File: src/rtl/fir_pkg.sv
// Shared FIR output-path definitions: default widths/depths, sample type and
// the credit-ledger operation decode used by the output buffer.
package fir_pkg;

    localparam int unsigned FIR_DATA_W     = 32;
    localparam int unsigned FIR_DEPTH      = 8;
    localparam int unsigned PIPELINE_DEPTH = 4;

    typedef logic [FIR_DATA_W-1:0] sample_t;

    typedef enum logic [1:0] {
        CR_HOLD = 2'b00,
        CR_INC  = 2'b01,
        CR_DEC  = 2'b10
    } credit_op_e;

    // A sample entering and one leaving the pipeline in the same cycle cancel out.
    function automatic credit_op_e credit_op(input logic accept, input logic valid);
        credit_op_e op;
        case ({accept, valid})
            2'b10:   op = CR_INC;
            2'b01:   op = CR_DEC;
            default: op = CR_HOLD;
        endcase
        return op;
    endfunction

endpackage

File: src/rtl/fir_sync_fifo.sv
// Circular buffer for FIR output samples. Read data comes straight from the
// registered read pointer, so out-side signals never depend on i_ready.
module fir_sync_fifo
    import fir_pkg::*;
#(
    parameter  int unsigned DATA_W = FIR_DATA_W,
    parameter  int unsigned DEPTH  = FIR_DEPTH,
    localparam int unsigned PTR_W  = $clog2(DEPTH),
    localparam int unsigned CNT_W  = $clog2(DEPTH + 1)
) (
    input  logic              clk,
    input  logic              rst_n,
    input  logic              i_push,
    input  logic [DATA_W-1:0] i_wdata,
    input  logic              i_ready,
    output logic              o_valid,
    output logic [DATA_W-1:0] o_rdata,
    output logic [CNT_W-1:0]  o_count,
    output logic              o_drop
);

    logic [DATA_W-1:0] r_mem [DEPTH];
    logic [PTR_W-1:0]  r_wr_ptr;
    logic [PTR_W-1:0]  r_rd_ptr;
    logic [CNT_W-1:0]  r_count;

    logic w_empty;
    logic w_full;
    logic w_pop;
    logic w_wr_en;

    assign w_empty = (r_count == '0);
    assign w_full  = (r_count == CNT_W'(DEPTH));
    assign w_pop   = !w_empty && i_ready;
    // A full buffer still takes a write when the head leaves in the same cycle.
    assign w_wr_en = i_push && (!w_full || w_pop);

    always_ff @(posedge clk) begin
        if (w_wr_en) begin
            r_mem[r_wr_ptr] <= i_wdata;
        end
    end

    always_ff @(posedge clk or negedge rst_n) begin
        if (!rst_n) begin
            r_wr_ptr <= '0;
            r_rd_ptr <= '0;
            r_count  <= '0;
        end else begin
            if (w_wr_en) begin
                r_wr_ptr <= r_wr_ptr + PTR_W'(1);
            end
            if (w_pop) begin
                r_rd_ptr <= r_rd_ptr + PTR_W'(1);
            end
            case ({w_wr_en, w_pop})
                2'b10:   r_count <= r_count + CNT_W'(1);
                2'b01:   r_count <= r_count - CNT_W'(1);
                default: r_count <= r_count;
            endcase
        end
    end

    assign o_valid = !w_empty;
    assign o_rdata = r_mem[r_rd_ptr];
    assign o_count = r_count;
    assign o_drop  = i_push && w_full && !w_pop;

endmodule

File: src/rtl/fir_output_buffer.sv
// Output buffer behind the FIR pipeline: absorbs non-stallable fir_valid data,
// issues entry credits to the FIR control FSM and flags credit misuse.
module fir_output_buffer
    import fir_pkg::*;
#(
    parameter  int unsigned DATA_W = FIR_DATA_W,
    parameter  int unsigned DEPTH  = FIR_DEPTH,
    localparam int unsigned CNT_W  = $clog2(DEPTH + 1)
) (
    input  logic              clk,
    input  logic              rst_n,
    input  logic              sample_accept,
    input  logic              fir_valid,
    input  logic [DATA_W-1:0] fir_data,
    output logic              accept_ready,
    output logic              out_valid,
    output logic [DATA_W-1:0] out_data,
    input  logic              out_ready,
    output logic [CNT_W-1:0]  level,
    output logic              overflow_err,
    output logic              credit_err
);

    logic [CNT_W-1:0] r_inflight;
    logic             r_overflow_err;
    logic             r_credit_err;

    logic [CNT_W-1:0] w_count;
    logic             w_drop;
    logic [CNT_W:0]   w_credit_sum;
    credit_op_e       w_op;

    fir_sync_fifo #(
        .DATA_W (DATA_W),
        .DEPTH  (DEPTH)
    ) u_fifo (
        .clk     (clk),
        .rst_n   (rst_n),
        .i_push  (fir_valid),
        .i_wdata (fir_data),
        .i_ready (out_ready),
        .o_valid (out_valid),
        .o_rdata (out_data),
        .o_count (w_count),
        .o_drop  (w_drop)
    );

    assign w_op = credit_op(sample_accept, fir_valid);

    // Saturating in both directions: a stray fir_valid must not wrap the ledger.
    always_ff @(posedge clk or negedge rst_n) begin
        if (!rst_n) begin
            r_inflight <= '0;
        end else begin
            case (w_op)
                CR_INC: begin
                    if (r_inflight != '1) begin
                        r_inflight <= r_inflight + CNT_W'(1);
                    end
                end
                CR_DEC: begin
                    if (r_inflight != '0) begin
                        r_inflight <= r_inflight - CNT_W'(1);
                    end
                end
                default: r_inflight <= r_inflight;
            endcase
        end
    end

    always_ff @(posedge clk or negedge rst_n) begin
        if (!rst_n) begin
            r_overflow_err <= 1'b0;
            r_credit_err   <= 1'b0;
        end else begin
            if (w_drop) begin
                r_overflow_err <= 1'b1;
            end
            if (fir_valid && (r_inflight == '0)) begin
                r_credit_err <= 1'b1;
            end
        end
    end

    assign w_credit_sum = {1'b0, w_count} + {1'b0, r_inflight};
    assign accept_ready = (w_credit_sum < (CNT_W + 1)'(DEPTH));
    assign level        = w_count;
    assign overflow_err = r_overflow_err;
    assign credit_err   = r_credit_err;

endmodule

File: config.mk
export PLATFORM = sky130hd
export DESIGN_NAME = fir_output_buffer
export DESIGN_NICKNAME = d
export VERILOG_FILES = /design/src/rtl/fir_pkg.sv /design/src/rtl/fir_sync_fifo.sv /design/src/rtl/fir_output_buffer.sv
export SDC_FILE = /design/constraint.sdc
export NUM_CORES = 1
export LEC_CHECK = 0
export ABC_CLOCK_PERIOD_IN_PS = 6450
export BUFFER_PORTS_ARGS = -buffer_cell sky130_fd_sc_hd__buf_4
export CAP_MARGIN = 20
export CORE_MARGIN = 2
export CORE_UTILIZATION = 55
export DETAILED_ROUTE_END_ITERATION = 6
export PLACE_DENSITY = 0.74
export SYNTH_ARGS = -nofsm -noshare
export SYNTH_HDL_FRONTEND = slang
export SYNTH_HIERARCHICAL = 1
export SYNTH_SLANG_ARGS = --single-unit
File: constraint.sdc
create_clock -name clk -period 6.45 [get_ports clk]
set_input_delay 1.6125 -clock clk [delete_from_list [all_inputs] [get_ports clk]]
set_output_delay 1.6125 -clock clk [all_outputs]
set_load 0.05 [all_outputs]
; ---- Yosys cells after proc, flatten, opt, wreduce, memory -nomap -nowiden
; Memory sizes are Yosys's and may differ from the RTL's.
; Cells that the tools add are included.
[word_totals]
wordCells = 47
register_bits = 16
ramBits = 256
n_memories = 1
out_inout_bits = 40
[mem_list]
columns = memory, words, word_bits, rd, rd_clocked_by_memory_dff, wr, line
row1 = u_fifo.r_mem, 8, 32, 1, 0, 1, fir_sync_fifo.sv:22  ; logic [DATA_W-1:0] r_mem [DEPTH];
[op_classes]
magnitude_cmp = 1
reduce_logical = 15
eq_ne = 10
n_mux = 7
n_addsub = 7
[op_table]
columns = operator, count
row1 = $pmux 4 s2, 2
row2 = $add 4x1->4 const B, 2
row3 = $logic_not 4->1, 2
row4 = $mux 4, 2
row5 = $sub 4x1->4 const B, 2
row6 = $add 3x1->3 const B, 2
row7 = $eq 2x1->1 const B, 3
row8 = $eq 2x2->1 const B, 3
row9 = $add 4x4->5, 1
row10 = $logic_and 1x1->1, 5
row11 = $lt 5x4->1 const B, 1
row12 = $eq 4x4->1 const B, 1
row13 = $ne 2x2->1 const B, 2
row14 = $ne 4x4->1 const B, 1
row15 = $pmux 2 s2, 1
row16 = $reduce_bool 2->1, 2
row17 = $reduce_bool 4->1, 1
row18 = $logic_not 1->1, 3
row19 = $reduce_and 3->1, 1
row20 = $mux 1, 2
row21 = $logic_or 1x1->1, 1

; ---- Logic depth before layout (Yosys ltp)
; Gate-level depths: netlist of the first run.
[logic_depth]
word_depth = 7
mapped_depth = 8

; ---- Cells and area by module
; The synthesis of the first run kept the hierarchy.
[modules_own_cells]
columns = module, seq_area_each_um2, n_inst, cells_per_inst, area_per_inst_um2
row1 = fir_sync_fifo, 7937.6, 1, 449, 10326.2
row2 = fir_output_buffer, 150.1, 1, 40, 446.7

; ---- Least setup slack after synthesis of the first run
; No wires, ideal clock.
[synth_path]
path_type = register -> output
start = register u_fifo.r_count[1] (netlist: u_fifo/o_count[1])
end = output port accept_ready
stages_incl_launch_ff = 4
n_path_buf = 0
arrival_ps = 3654
setup_slack_ps = 1184
cell_sequence = dfrtp_1 > ha_1 > a31o_2 > a2111oi_0
[synth_via]
elab_chain_len = 2
[synth_lines]
columns = item, line
row1 = from (decl), fir_sync_fifo.sv:25  ; logic [CNT_W-1:0] r_count;
row2 = from (signal assigned), fir_sync_fifo.sv:57  ; 2'b10: r_count <= r_count + CNT_W'(1);
row3 = from (signal assigned), fir_sync_fifo.sv:58  ; 2'b01: r_count <= r_count - CNT_W'(1);
row4 = from (signal assigned), fir_sync_fifo.sv:59  ; default: r_count <= r_count;
row5 = $add 4x4->5, fir_output_buffer.sv:85  ; assign w_credit_sum = {1'b0, w_count} + {1'b0, r_inflight};
row6 = $lt 5x4->1, fir_output_buffer.sv:86  ; assign accept_ready = (w_credit_sum < (CNT_W + 1)'(DEPTH));
row7 = to (decl), fir_output_buffer.sv:15  ; output logic accept_ready,
; Every way passes these cells.

; ---- Worst setup path in the final report of the first run
[layout_path]
start = register u_fifo.r_rd_ptr[0]
end = output port out_data[21]
[layout_via]
elab_chain_len = 1
[layout_lines]
columns = item, line
row1 = from (decl), fir_sync_fifo.sv:24  ; logic [PTR_W-1:0] r_rd_ptr;
row2 = from (signal assigned), fir_sync_fifo.sv:54  ; r_rd_ptr <= r_rd_ptr + PTR_W'(1);
row3 = $mem_v2 8x32, n/a
row4 = to (decl), fir_output_buffer.sv:17  ; output logic [DATA_W-1:0] out_data,
; Every way passes these cells.

==> parameters.txt, run 1 <==
Parameter                              Value

Critical path
  Worst-path cell with the longest stage delay ... sky130_fd_sc_hd__dfrtp_4
  Largest driver fanout on the critical path ... 28
  Dominant cell type by count on the critical path ... sky130_fd_sc_hd__buf_4
  Critical path required time ... roughly 4800 ps
  Crit. End Element ... output port
  Nature of the critical path startpoint ... flop
  Worst EP arrival ... 2990 ps
  Critical Path, Cell by Cell ... buf_12 > buf_4 > mux4_2 > mux2_2 > buf_4
  Critical path start-end classification ... flop to output port
  Max stage delay on crit path ... 760 ps

Logic synthesis
  Total of warnings raised by yosys ... 6
  Number of synthesized register bits ... approximately 270
  Fraction of the yosys area taken by sequential cells ... between 70% and 80%
  Number of synthesized flops with an enable pin ... 256
  Leading cell types by total area after synthesis ... sky130_fd_sc_hd__edfxtp_1 (71%), sky130_fd_sc_hd__mux4_2 (13%), sky130_fd_sc_hd__dfrtp_1 (3.7%)
  Gate Count Post-Synth ... 489
  Distinct cell type count after synthesis ... 47
  Cell taking the most area after synthesis ... sky130_fd_sc_hd__edfxtp_1
  Combined area of all synthesized cells ... approximately 11000 um2
  Share of flip-flops with an asynchronous set or reset ... 5.882%
  Synthesized area divided by synthesized cell count ... 22.03 um2
  Number of nets produced by synthesis ... 536
  Primary FF master, synth ... sky130_fd_sc_hd__edfxtp_1
  Area share of the largest cell type after synthesis ... a little under three quarters
  Top post-synthesis cells by count ... sky130_fd_sc_hd__edfxtp_1 (256), sky130_fd_sc_hd__mux4_2 (64), sky130_fd_sc_hd__mux2_2 (35)
  Most numerous cell in the Yosys netlist ... sky130_fd_sc_hd__edfxtp_1

STA
  Final number of setup-violating endpoints ... 0
  Setup repair after global routing missed its margin ... false
  Peak Freq ... 217.2 MHz
  Relative max-transition margin ... 23.19%
  Worst Tran Pin Value ... 1146 ps
  Final Hold Fails ... 0
  Final setup TNS ... 0 ps
  Min cycle time layout ... 4604 ps
  Max-slew violation total from the final report ... 0
  Ratio of final minimum period to clock period ... 71.38%
  Setup skew after layout ... 8.989 ps

Cells and area
  Multi-input combinational cell area ... 2580 um2
  Total inserted antenna cells ... 0
  Sequential cell area ... 8094 um2
  Synth-to-layout area growth ... 16.30%
  Share of post-route cells with drive strength above 1 ... between 40 and 50%
  Final core occ ... 64.80%
  Fillers ... between 1000 and 1500
  # nets final ... about 630

Routing
  Final Routed Wirelength ... 19550 um
  Number of nets with antenna violations after routing ... 0
  Number of DRC markers after the initial detailed-route iteration ... 312
  Number of iterations in the first detailed-routing pass ... 7
  Vias per inst ... between 5 and 6
  Vias after detailed routing ... 5030
  Wire length per cell after detailed routing ... 22.53 um
  DRC violation count after routing ... 0

Die
  Die Area ... 20720 um2
  Num ports ... 77
  Starting density of the core ... a little under three fifths
  Number of placement rows ... between 50 and 60
  Vertical extent of the die ... between 100 and 150 um
  Floorplan core area ... between 15000 and 20000 um2
  Horizontal die dimension ... 144.0 um

Run
  Max-capacitance violation count ... 0

GRT
  Global-route usage over all layers ... 19.35%
  GR Overflow Total ... 0
  Wire length of the first global-routing pass ... 29630 um
  Largest net degree at the start of global routing ... 54
  Vias in the first global route ... around 5300
  Antenna violations before repair ... 0

Clock network
  Number of H-tree levels ... 1
  CTS Sinks ... between 200 and 300
  # resized after CTS ... 0
  Clock root buffer ... sky130_fd_sc_hd__clkbuf_16
  Count of hold-fix buffers inserted at cts ... 0
  Clock Tree Buf Depth ... 3
  Clock transition at path regs ... around 60 ps
  Latest clock arrival within the worst-skew pair ... between 500 and 600 ps
  CTS tree ... built
  Number of clock buffers inserted by TritonCTS ... 27
  Number of setup buffers added after CTS ... 0

Power and ir drop
  Power per cell area ... 497.1 nW/um2
  Lkg Pwr ... ~4.2 nW
  Worst vdd ir ... 418.1 uV

Worst hold path
  Type of the most critical hold path ... flop to flop

Placement
  Number of buffers added on ports ... 76
  Dpl hpwl ... 10830 um
  Placer's final routability congestion estimate ... 0.7352

Outcome
  Result of the run ... finished clean
==> cell usage in the layout (no fill, tap or decap), types with 3 or more instances in the layout <==
cell,n
sky130_fd_sc_hd__nand2b_1,6
sky130_fd_sc_hd__inv_1,3
sky130_fd_sc_hd__ha_1,10
sky130_fd_sc_hd__xnor2_1,8
sky130_fd_sc_hd__o21ai_0,6
sky130_fd_sc_hd__clkbuf_16,27
sky130_fd_sc_hd__nor3_2,4
sky130_fd_sc_hd__clkbuf_1,11
sky130_fd_sc_hd__o211ai_1,3
sky130_fd_sc_hd__buf_4,88
sky130_fd_sc_hd__mux4_2,64
sky130_fd_sc_hd__clkinv_1,3
sky130_fd_sc_hd__mux2_2,35
sky130_fd_sc_hd__clkinv_2,6
sky130_fd_sc_hd__edfxtp_1,256
sky130_fd_sc_hd__nand2_1,6
sky130_fd_sc_hd__and3b_1,3
sky130_fd_sc_hd__nor2_1,3
sky130_fd_sc_hd__nor2_4,3
sky130_fd_sc_hd__dfrtp_1,13
==> report_power, final <==
part / switching (W) / leakage [nW] / internal [W] / total, W
logic: 0.00135 / 1.28 / 0.000971 / 0.00233
registers: 0.000257 / 2.51 / 0.00222 / 0.00248
clock network: 0.000596 / 0.400 / 0.000825 / 0.00142
total: 0.00221 / 4.19 / 0.00402 / 0.00623
==> path summary, 6_finish.rpt <==
path,startpoint,to,slack (ps),cells after the start
setup / recovery,u_fifo/r_rd_ptr[0],out_data[21],1850,5
hold / removal,overflow_err,overflow_err,480,1
setup reg to reg,u_fifo/o_count[2],u_fifo/r_mem[2][16],3530,4
hold reg to reg,overflow_err,overflow_err,480,1
max in group asynchronous,rst_n,u_fifo/r_rd_ptr[0],5300,1
min in group asynchronous,rst_n,u_fifo/o_count[0],940,1
==> registers in the layout, summed over array words and instances, names as in the netlist <==
name and cells:
u_fifo/r_wr_ptr 3, u_fifo/r_mem 256, u_fifo/o_count 4, u_fifo/r_rd_ptr 3, r_inflight 4, overflow_err 1
credit_err 1
==> area by class of cell <==
type	count	share of cell area, %
sequential	272	64.61
clock buffer	39	5.832
tap	265	2.647
timing repair buffer	90	5.593
multi-input combinational	188	20.59
clock inverter	11	0.6392
inverter	3	0.08988
==> through the flow <==
step                worst slack, ps  cell area [um2]  total power (W)  std cells  hold slack, ps
detailed placement             2180            11680         0.004830        816           457.4
finish                         1846            12530         0.006228        868           477.2
floorplan                      1184            10770         0.004206        489           484.4
global placement               2196            11680         0.004784        816           447.6
CTS                            1586            12490         0.006271        866           479.6
global route                   1634            12530         0.006490        868           492.7
==> critical path: cells and delay by family (launching register included) <==
| kind | cells | cell delay, ps |
|---|---|---|
| DFF | 1 | 760 |
| muxes | 2 | 840 |
| buffers and inverters | 3 | 830 |
==> per-layer routing <==
layer,part of all wire (%),GRT usage (%),up-vias
met5,0,0,-
met4,1.6,4.850,0
met2,49,32.18,135
met1,44,27.05,2644
met3,5.0,3.432,24
li1,-,-,2227
==> kinds of logic after synthesis <==
group / share of synthesized area [%]
mux: 17.27
simple gates: 2.253
xor+xnor: 0.7317
buf+inv: 1.429
fa+ha+maj: 1.161
flops: 75.08
compound gates: 2.079
Power figures use the tool's default switching activity.
==> run 2, diff against run 1 <==
--- a/config.mk
+++ b/config.mk
@@ -5,13 +5,14 @@
 export SDC_FILE = /design/constraint.sdc
 export NUM_CORES = 1
 export LEC_CHECK = 0
-export ABC_CLOCK_PERIOD_IN_PS = 6450
+export ABC_AREA = 1
+export ABC_CLOCK_PERIOD_IN_PS = 3700
 export BUFFER_PORTS_ARGS = -buffer_cell sky130_fd_sc_hd__buf_4
 export CAP_MARGIN = 20
 export CORE_MARGIN = 2
-export CORE_UTILIZATION = 55
+export CORE_UTILIZATION = 54
 export DETAILED_ROUTE_END_ITERATION = 6
-export PLACE_DENSITY = 0.74
+export PLACE_DENSITY = 0.75
 export SYNTH_ARGS = -nofsm -noshare
 export SYNTH_HDL_FRONTEND = slang
 export SYNTH_HIERARCHICAL = 1
==> constraint.sdc (replaced) <==
create_clock -name clk -period 3.7 [get_ports clk]
set_input_delay 0.925 -clock clk [delete_from_list [all_inputs] [get_ports clk]]
set_output_delay 0.925 -clock clk [all_outputs]
set_load 0.05 [all_outputs]
==> run 2 against run 1 <==
  * Non-clock buffer count rose by 8
  * Worst hold slack got worse by 210 ps
  * Critical path depth up 2
  * Power rose by 85%
  * Final cell count rose by 46%
  * Global-route usage is 2.2 points higher
  * Synthesized cell count up 84%
  * Count of clock-buffer cells in the layout down 1
  * Largest power group is now combinational cells
  * Die area grew 4.5%
==> parameters.txt, run 2 <==
Parameter                              Value

Routing
  Number of nets with antenna violations after routing ... 0
  Final Routed Wirelength ... approximately 23000 um
  DRC violation count after routing ... 0
  Number of iterations in the first detailed-routing pass ... 5
  Number of DRC markers after the initial detailed-route iteration ... between 600 and 700
  Vias per inst ... 5.575
  Vias after detailed routing ... between 7000 and 8000
  Wire length per cell after detailed routing ... about 18 um

Clock network
  Latest clock arrival within the worst-skew pair ... 520 ps
  Number of H-tree levels ... 1
  Count of hold-fix buffers inserted at cts ... 0
  Number of setup buffers added after CTS ... 0
  Clock transition at path regs ... 60 ps
  Number of clock buffers inserted by TritonCTS ... 27
  # resized after CTS ... 0
  Clock Tree Buf Depth ... 3
  CTS tree ... built
  CTS Sinks ... 272
  Clock root buffer ... sky130_fd_sc_hd__clkbuf_16

Logic synthesis
  Gate Count Post-Synth ... 898
  Cell taking the most area after synthesis ... sky130_fd_sc_hd__edfxtp_1
  Xor and xnor fraction of the mapped netlist area ... 0.5539%
  Proportion of synthesized area in mux cells ... 0%
  Largest family of logic cells by synthesized area ... simple AND/OR/NAND/NOR gates
  Leading cell types by total area after synthesis ... sky130_fd_sc_hd__edfxtp_1 (69%), sky130_fd_sc_hd__nor2_1 (5.8%), sky130_fd_sc_hd__o21ai_0 (4.9%)
  Complex-gate fraction of the synthesized area ... 9.517%
  Share of flip-flops with an asynchronous set or reset ... 5.882%
  Combined area of all synthesized cells ... 11070 um2
  Synthesized area divided by synthesized cell count ... approximately 12 um2
  Number of synthesized register bits ... 272
  Top post-synthesis cells by count ... sky130_fd_sc_hd__edfxtp_1 (256), sky130_fd_sc_hd__nor2_1 (170), sky130_fd_sc_hd__nand2_1 (134)
  Number of synthesized flops with an enable pin ... around 260
  Total of warnings raised by yosys ... 6
  Number of nets produced by synthesis ... 945
  Most numerous cell in the Yosys netlist ... sky130_fd_sc_hd__edfxtp_1
  Synthesized-area fraction occupied by and/or/nand/nor cells ... 12.34%
  Fraction of the yosys area taken by sequential cells ... between 70% and 80%
  Primary FF master, synth ... sky130_fd_sc_hd__edfxtp_1
  Area share of the largest cell type after synthesis ... 69.45%
  Adder-Cell Fraction of Synth Area ... approximately 1.1%
  Distinct cell type count after synthesis ... 31

Cells and area
  # nets final ... roughly 1000
  Flip-flop count of the largest register after layout ... 256
  Most frequent standard cell in the layout excluding fill and tap cells ... sky130_fd_sc_hd__edfxtp_1
  Number of non-filler instances in the completed layout ... 1265
  Reg with most FFs ... u_fifo/r_mem
  Commonest non-fill, non-tap cells in the layout ... sky130_fd_sc_hd__edfxtp_1 (256), sky130_fd_sc_hd__nor2_1 (166), sky130_fd_sc_hd__nand2_1 (134), sky130_fd_sc_hd__o21ai_0 (108), sky130_fd_sc_hd__buf_4 (89)
  Synth-to-layout area growth ... 16.02%
  Final core occ ... 63.67%
  Total inserted antenna cells ... 0
  Final instance area ... ~13000 um2
  Share of post-route cells with drive strength above 1 ... between 15 and 20%

Power and ir drop
  Switching power summed over all nets ... 0.004817 W
  Sequential share of power ... a little over a third
  Switching power as a share of total power ... between 40% and 50%
  Lkg Pwr ... about 4.7 nW
  Worst vdd ir ... 599.3 uV
  Clock power share ... 21.9%
  Total internal power ... 0.006705 W
  Power per cell area ... 897.2 nW/um2
  Part of the total power dissipated in combinational logic ... 43.2%

STA
  Final number of setup-violating endpoints ... 0
  Relative max-transition margin ... around 60%
  Ratio of final minimum period to clock period ... 87.46%
  Setup repair after global routing missed its margin ... false
  Final Hold Fails ... 0
  Peak Freq ... 309.0 MHz
  Setup skew after layout ... 7.571 ps
  Max-slew violation total from the final report ... 0
  Final setup TNS ... 0 ps
  Worst Tran Pin Value ... 599.8 ps
  Min cycle time layout ... about 3200 ps

Critical path
  Crit. End Element ... output port
  Largest driver fanout on the critical path ... 34
  Critical path start-end classification ... flop to output port
  Critical path required time ... 2770 ps
  Worst EP arrival ... 2310 ps
  Nature of the critical path startpoint ... flop

Placement
  Dpl hpwl ... about 13000 um
  Number of buffers added on ports ... 76
  Placer's final routability congestion estimate ... 0.8079
  Placed inst area ... 12030 um2
  Placed cell count ... 1218

GRT
  Routing usage on met1 ... 28.97%
  GR Overflow Total ... 0
  Wire length of the first global-routing pass ... 36470 um
  GRT Max-Usage Layer ... met2
  M3 GR Usage ... 3.540%
  Largest net degree at the start of global routing ... 89
  Antenna violations before repair ... 0
  Vias in the first global route ... ~7000
  Global-route usage over all layers ... 21.53%
  GR Util met2 ... 35.61%

Die
  Vertical extent of the die ... 147.2 um
  Floorplan core area ... ~20000 um2
  Num ports ... 77
  Number of placement rows ... 52
  Starting density of the core ... a little over half
  Horizontal die dimension ... 147.2 um
  Die Area ... 21660 um2

Worst hold path
  Type of the most critical hold path ... input pin to asynchronous set/reset pin

Run
  Max-capacitance violation count ... 0

Outcome
  Result of the run ... finished clean
-- run 2: changes by cell type after synthesis, sizes merged, moves of 30 or more --
| cell | delta |
|---|---|
| a21oi | +32 |
| a31oi | +30 |
| mux2 | -36 |
| mux4 | -64 |
| nand2 | +133 |
| nor2 | +172 |
| o21ai | +126 |
-- run 2: per-stage QoR --
step                      worst slack (ps)  hold WS (ps)  power [W]
after floorplan                      158.4         498.2   0.007577
after global placement                1035         454.1   0.008967
after detailed placement              1001         454.7   0.009027
after CTS                            445.2         256.1    0.01155
after global routing                 359.2         264.3    0.01210
final                                464.1         268.1    0.01152
-- run 2: area by class of cell --
class	count	area, um2
clock buffer	38	747.0
multi-input combinational	554	2656
tap	270	337.8
inverter	24	91.34
clock inverter	9	68.82
fill	1519	7327
sequential	272	8093
timing repair buffer	98	848.3
-- run 2: cell families (layout without fill, tap and decap cells) --
kind of cell               Yosys count  count (layout)
AOI/OAI and AO/OA                  201             201
xor gates and xnor gates             7               7
adders and majority gates           10              10
buffers and inverters               72             169
DFF                                272             272
and+or+nand+nor                    336             336
-- run 2: power by group through the flow --
stage	clock network (W)	registers, W	logic [W]
after global routing	0.00267	0.00406	0.00537
after detailed placement	0	0.00409	0.00494
after CTS	0.00255	0.00403	0.00497
final	0.00252	0.00403	0.00498
after floorplan	0	0.00415	0.00343
after global placement	0	0.00407	0.00490
-- run 2: worst max-delay path: stages, from the launching register on --
cell	delay (ps)
sky130_fd_sc_hd__dfrtp_4	500
sky130_fd_sc_hd__clkinv_2	110
sky130_fd_sc_hd__buf_4	340
sky130_fd_sc_hd__nor2_1	90
sky130_fd_sc_hd__o21ai_1	150
sky130_fd_sc_hd__a21oi_1	60
sky130_fd_sc_hd__a31oi_1	290
sky130_fd_sc_hd__buf_4	270
-- run 2: routing by layer --
layer / vias up / wire (um)
met5: - / 0
met4: 0 / 794
met3: 54 / 1436
met2: 260 / 11260
met1: 3395 / 9747
li1: 3343 / -
-- run 2: worst paths after layout --
path,startpoint,end,slack [ps],cells past startpoint
max,u_fifo/r_rd_ptr[0],out_data[28],460,7
min,rst_n,u_fifo/o_count[0],270,1
max reg2reg,u_fifo/o_count[0],u_fifo/r_mem[1][0],1510,7
min reg2reg,credit_err,credit_err,470,1
max in group asynchronous,rst_n,u_fifo/r_rd_ptr[0],3210,1
min in group clk,credit_err,credit_err,470,1
==> run 3, diff against run 2 <==
--- a/config.mk
+++ b/config.mk
@@ -5,12 +5,12 @@
 export SDC_FILE = /design/constraint.sdc
 export NUM_CORES = 1
 export LEC_CHECK = 0
-export ABC_AREA = 1
 export ABC_CLOCK_PERIOD_IN_PS = 3700
 export BUFFER_PORTS_ARGS = -buffer_cell sky130_fd_sc_hd__buf_4
 export CAP_MARGIN = 20
 export CORE_MARGIN = 2
 export CORE_UTILIZATION = 54
+export CTS_CLUSTER_SIZE = 10
 export DETAILED_ROUTE_END_ITERATION = 6
 export PLACE_DENSITY = 0.75
 export SYNTH_ARGS = -nofsm -noshare
==> run 3 against run 2 <==
  * Count of clock-buffer cells in the layout rose by 6
  * Register-to-register slack got worse by 660 ps
  * Sequential share of layout area rose by 0.96 points
  * Die area fell by 2.6%
  * Flip-flop and latch count did not move
  * First-iteration DRC count fell by 47%
  * Power fell by 4.2%
  * Largest cell class unchanged
  * Highest routed layer unchanged
==> parameters.txt, run 3 (same netlist as run 1, synthesis figures left out) <==
Parameter                              Value

Die
  Floorplan core area ... 19530 um2
  Die Area ... around 21000 um2
  Vertical extent of the die ... 145.2 um
  Starting density of the core ... approximately 55%
  Number of placement rows ... a little over 50
  Num ports ... 77
  Horizontal die dimension ... 145.2 um

Clock network
  Number of H-tree levels ... 1
  Count of hold-fix buffers inserted at cts ... 0
  CTS Sinks ... 272
  Number of clock buffers inserted by TritonCTS ... 31
  Clock transition at path regs ... approximately 60 ps
  CTS tree ... built
  Clock Tree Buf Depth ... 3
  Clock root buffer ... sky130_fd_sc_hd__clkbuf_16
  # resized after CTS ... 0
  Number of setup buffers added after CTS ... 0
  Latest clock arrival within the worst-skew pair ... 540 ps

Worst hold path
  Type of the most critical hold path ... input pin to asynchronous set/reset pin

Critical path
  Largest driver fanout on the critical path ... 22
  Critical path required time ... 2770 ps
  Reg2Reg Setup Slack ... between 800 and 900 ps
  Nature of the critical path startpoint ... flop
  Crit. End Element ... output port
  Worst EP arrival ... between 2000 and 3000 ps
  Critical path start-end classification ... flop to output port

STA
  Final setup TNS ... 0 ps
  Peak Freq ... 285.0 MHz
  Final Hold Fails ... 0
  Ratio of final minimum period to clock period ... 94.83%
  Worst Tran Pin Value ... 965.2 ps
  Setup skew after layout ... 13.86 ps
  Setup repair after global routing missed its margin ... false
  Final-layout worst hold slack ... around 250 ps
  Max-slew violation total from the final report ... 0
  Min cycle time layout ... between 3000 and 4000 ps
  Final number of setup-violating endpoints ... 0
  Relative max-transition margin ... 35.65%

Routing
  Number of iterations in the first detailed-routing pass ... 4
  Vias after detailed routing ... 5056
  Number of nets with antenna violations after routing ... 0
  Final Routed Wirelength ... between 15000 and 20000 um
  DRC violation count after routing ... 0
  Number of DRC markers after the initial detailed-route iteration ... between 300 and 400
  Wire length per cell after detailed routing ... roughly 23 um
  Vias per inst ... roughly 6

Cells and area
  Fillers ... between 1000 and 1500
  Share of post-route cells with drive strength above 1 ... 40.86%
  Commonest non-fill, non-tap cells in the layout ... sky130_fd_sc_hd__edfxtp_1 (256), sky130_fd_sc_hd__buf_4 (88), sky130_fd_sc_hd__mux4_2 (64), sky130_fd_sc_hd__mux2_2 (35), sky130_fd_sc_hd__clkbuf_16 (31)
  Synth-to-layout area growth ... 17.43%
  Reg with most FFs ... u_fifo/r_mem
  Most frequent standard cell in the layout excluding fill and tap cells ... sky130_fd_sc_hd__edfxtp_1
  Final instance area ... 12650 um2
  Flip-flop count of the largest register after layout ... between 200 and 300
  Final core occ ... about two thirds
  # nets final ... 637
  Total inserted antenna cells ... 0

GRT
  Antenna violations before repair ... 0
  Vias in the first global route ... between 5000 and 6000
  Global-route usage over all layers ... a little under 20%
  Largest net degree at the start of global routing ... 34
  Wire length of the first global-routing pass ... 31670 um
  GR Overflow Total ... 0

Outcome
  Result of the run ... finished clean

Placement
  Placed inst area ... roughly 12000 um2
  Dpl hpwl ... about 12000 um
  Number of buffers added on ports ... 76
  Placer's final routability congestion estimate ... 0.7219

Power and ir drop
  Total power after layout ... 0.01104 W
  Lkg Pwr ... ~4.2 nW
  Worst vdd ir ... 568.1 uV
  Power per cell area ... 872.6 nW/um2

Run
  Max-capacitance violation count ... 0
-- run 3: cell count changes in the layout (fill, tap and decap cells not counted), moves of 32 or more --
cell	delta
sky130_fd_sc_hd__mux2_2	+35
sky130_fd_sc_hd__o21ai_0	-102
sky130_fd_sc_hd__nand2_1	-128
sky130_fd_sc_hd__nor2_1	-163
sky130_fd_sc_hd__mux4_2	+64
sky130_fd_sc_hd__a21oi_1	-32
-- run 3: per-stage QoR --
step / instances / setup slack (ps)
after floorplan: 489 / -209.3
after global placement: 822 / 692.3
after detailed placement: 822 / 658.8
after CTS: 867 / 109.2
after global routing: 867 / 38.94
final: 867 / 191.2
-- run 3: metal layers --
| layer | vias up | track usage (%) | wire [um] |
|---|---|---|---|
| met5 | - | 0 | 0 |
| met2 | 162 | 32.06 | 10020 |
| met3 | 41 | 3.050 | 1274 |
| li1 | 2235 | - | - |
| met1 | 2618 | 27.33 | 8115 |
| met4 | 0 | 6.373 | 538 |
-- run 3: critical path, stage by stage (launching register included) --
cell	delay, ps
sky130_fd_sc_hd__dfrtp_4	730
sky130_fd_sc_hd__buf_12	290
sky130_fd_sc_hd__mux4_2	540
sky130_fd_sc_hd__mux2_2	300
sky130_fd_sc_hd__buf_4	190
-- run 3: final timing paths --
kind / from / to / cells after the start
setup / recovery: u_fifo/r_rd_ptr[0] / out_data[12] / 4
hold / removal: rst_n / overflow_err / 1
setup reg to reg: u_fifo/o_count[2] / u_fifo/r_mem[4][26] / 4
hold reg to reg: overflow_err / overflow_err / 1
max in group asynchronous: rst_n / u_fifo/r_rd_ptr[0] / 1
min in group clk: overflow_err / overflow_err / 1
-- run 3: final cells by class --
cell class,count,area (um2),area share (%)
clock inverters,1,7.507,0.05934
inverters,3,11.26,0.08901
well taps,265,331.6,2.621
clock buffers,44,824.5,6.518
flip-flops and latches,272,8094,63.98
repair buffers,94,780.7,6.171
multi-input cells,188,2601,20.56
-- run 3: power breakdown --
| group | leakage, nW | internal [W] | total, W | switching [W] |
|---|---|---|---|---|
| Sequential | 2.51 | 0.00388 | 0.00432 | 0.000440 |
| Clock | 0.398 | 0.00151 | 0.00256 | 0.00105 |
| Combinational | 1.32 | 0.00176 | 0.00417 | 0.00241 |
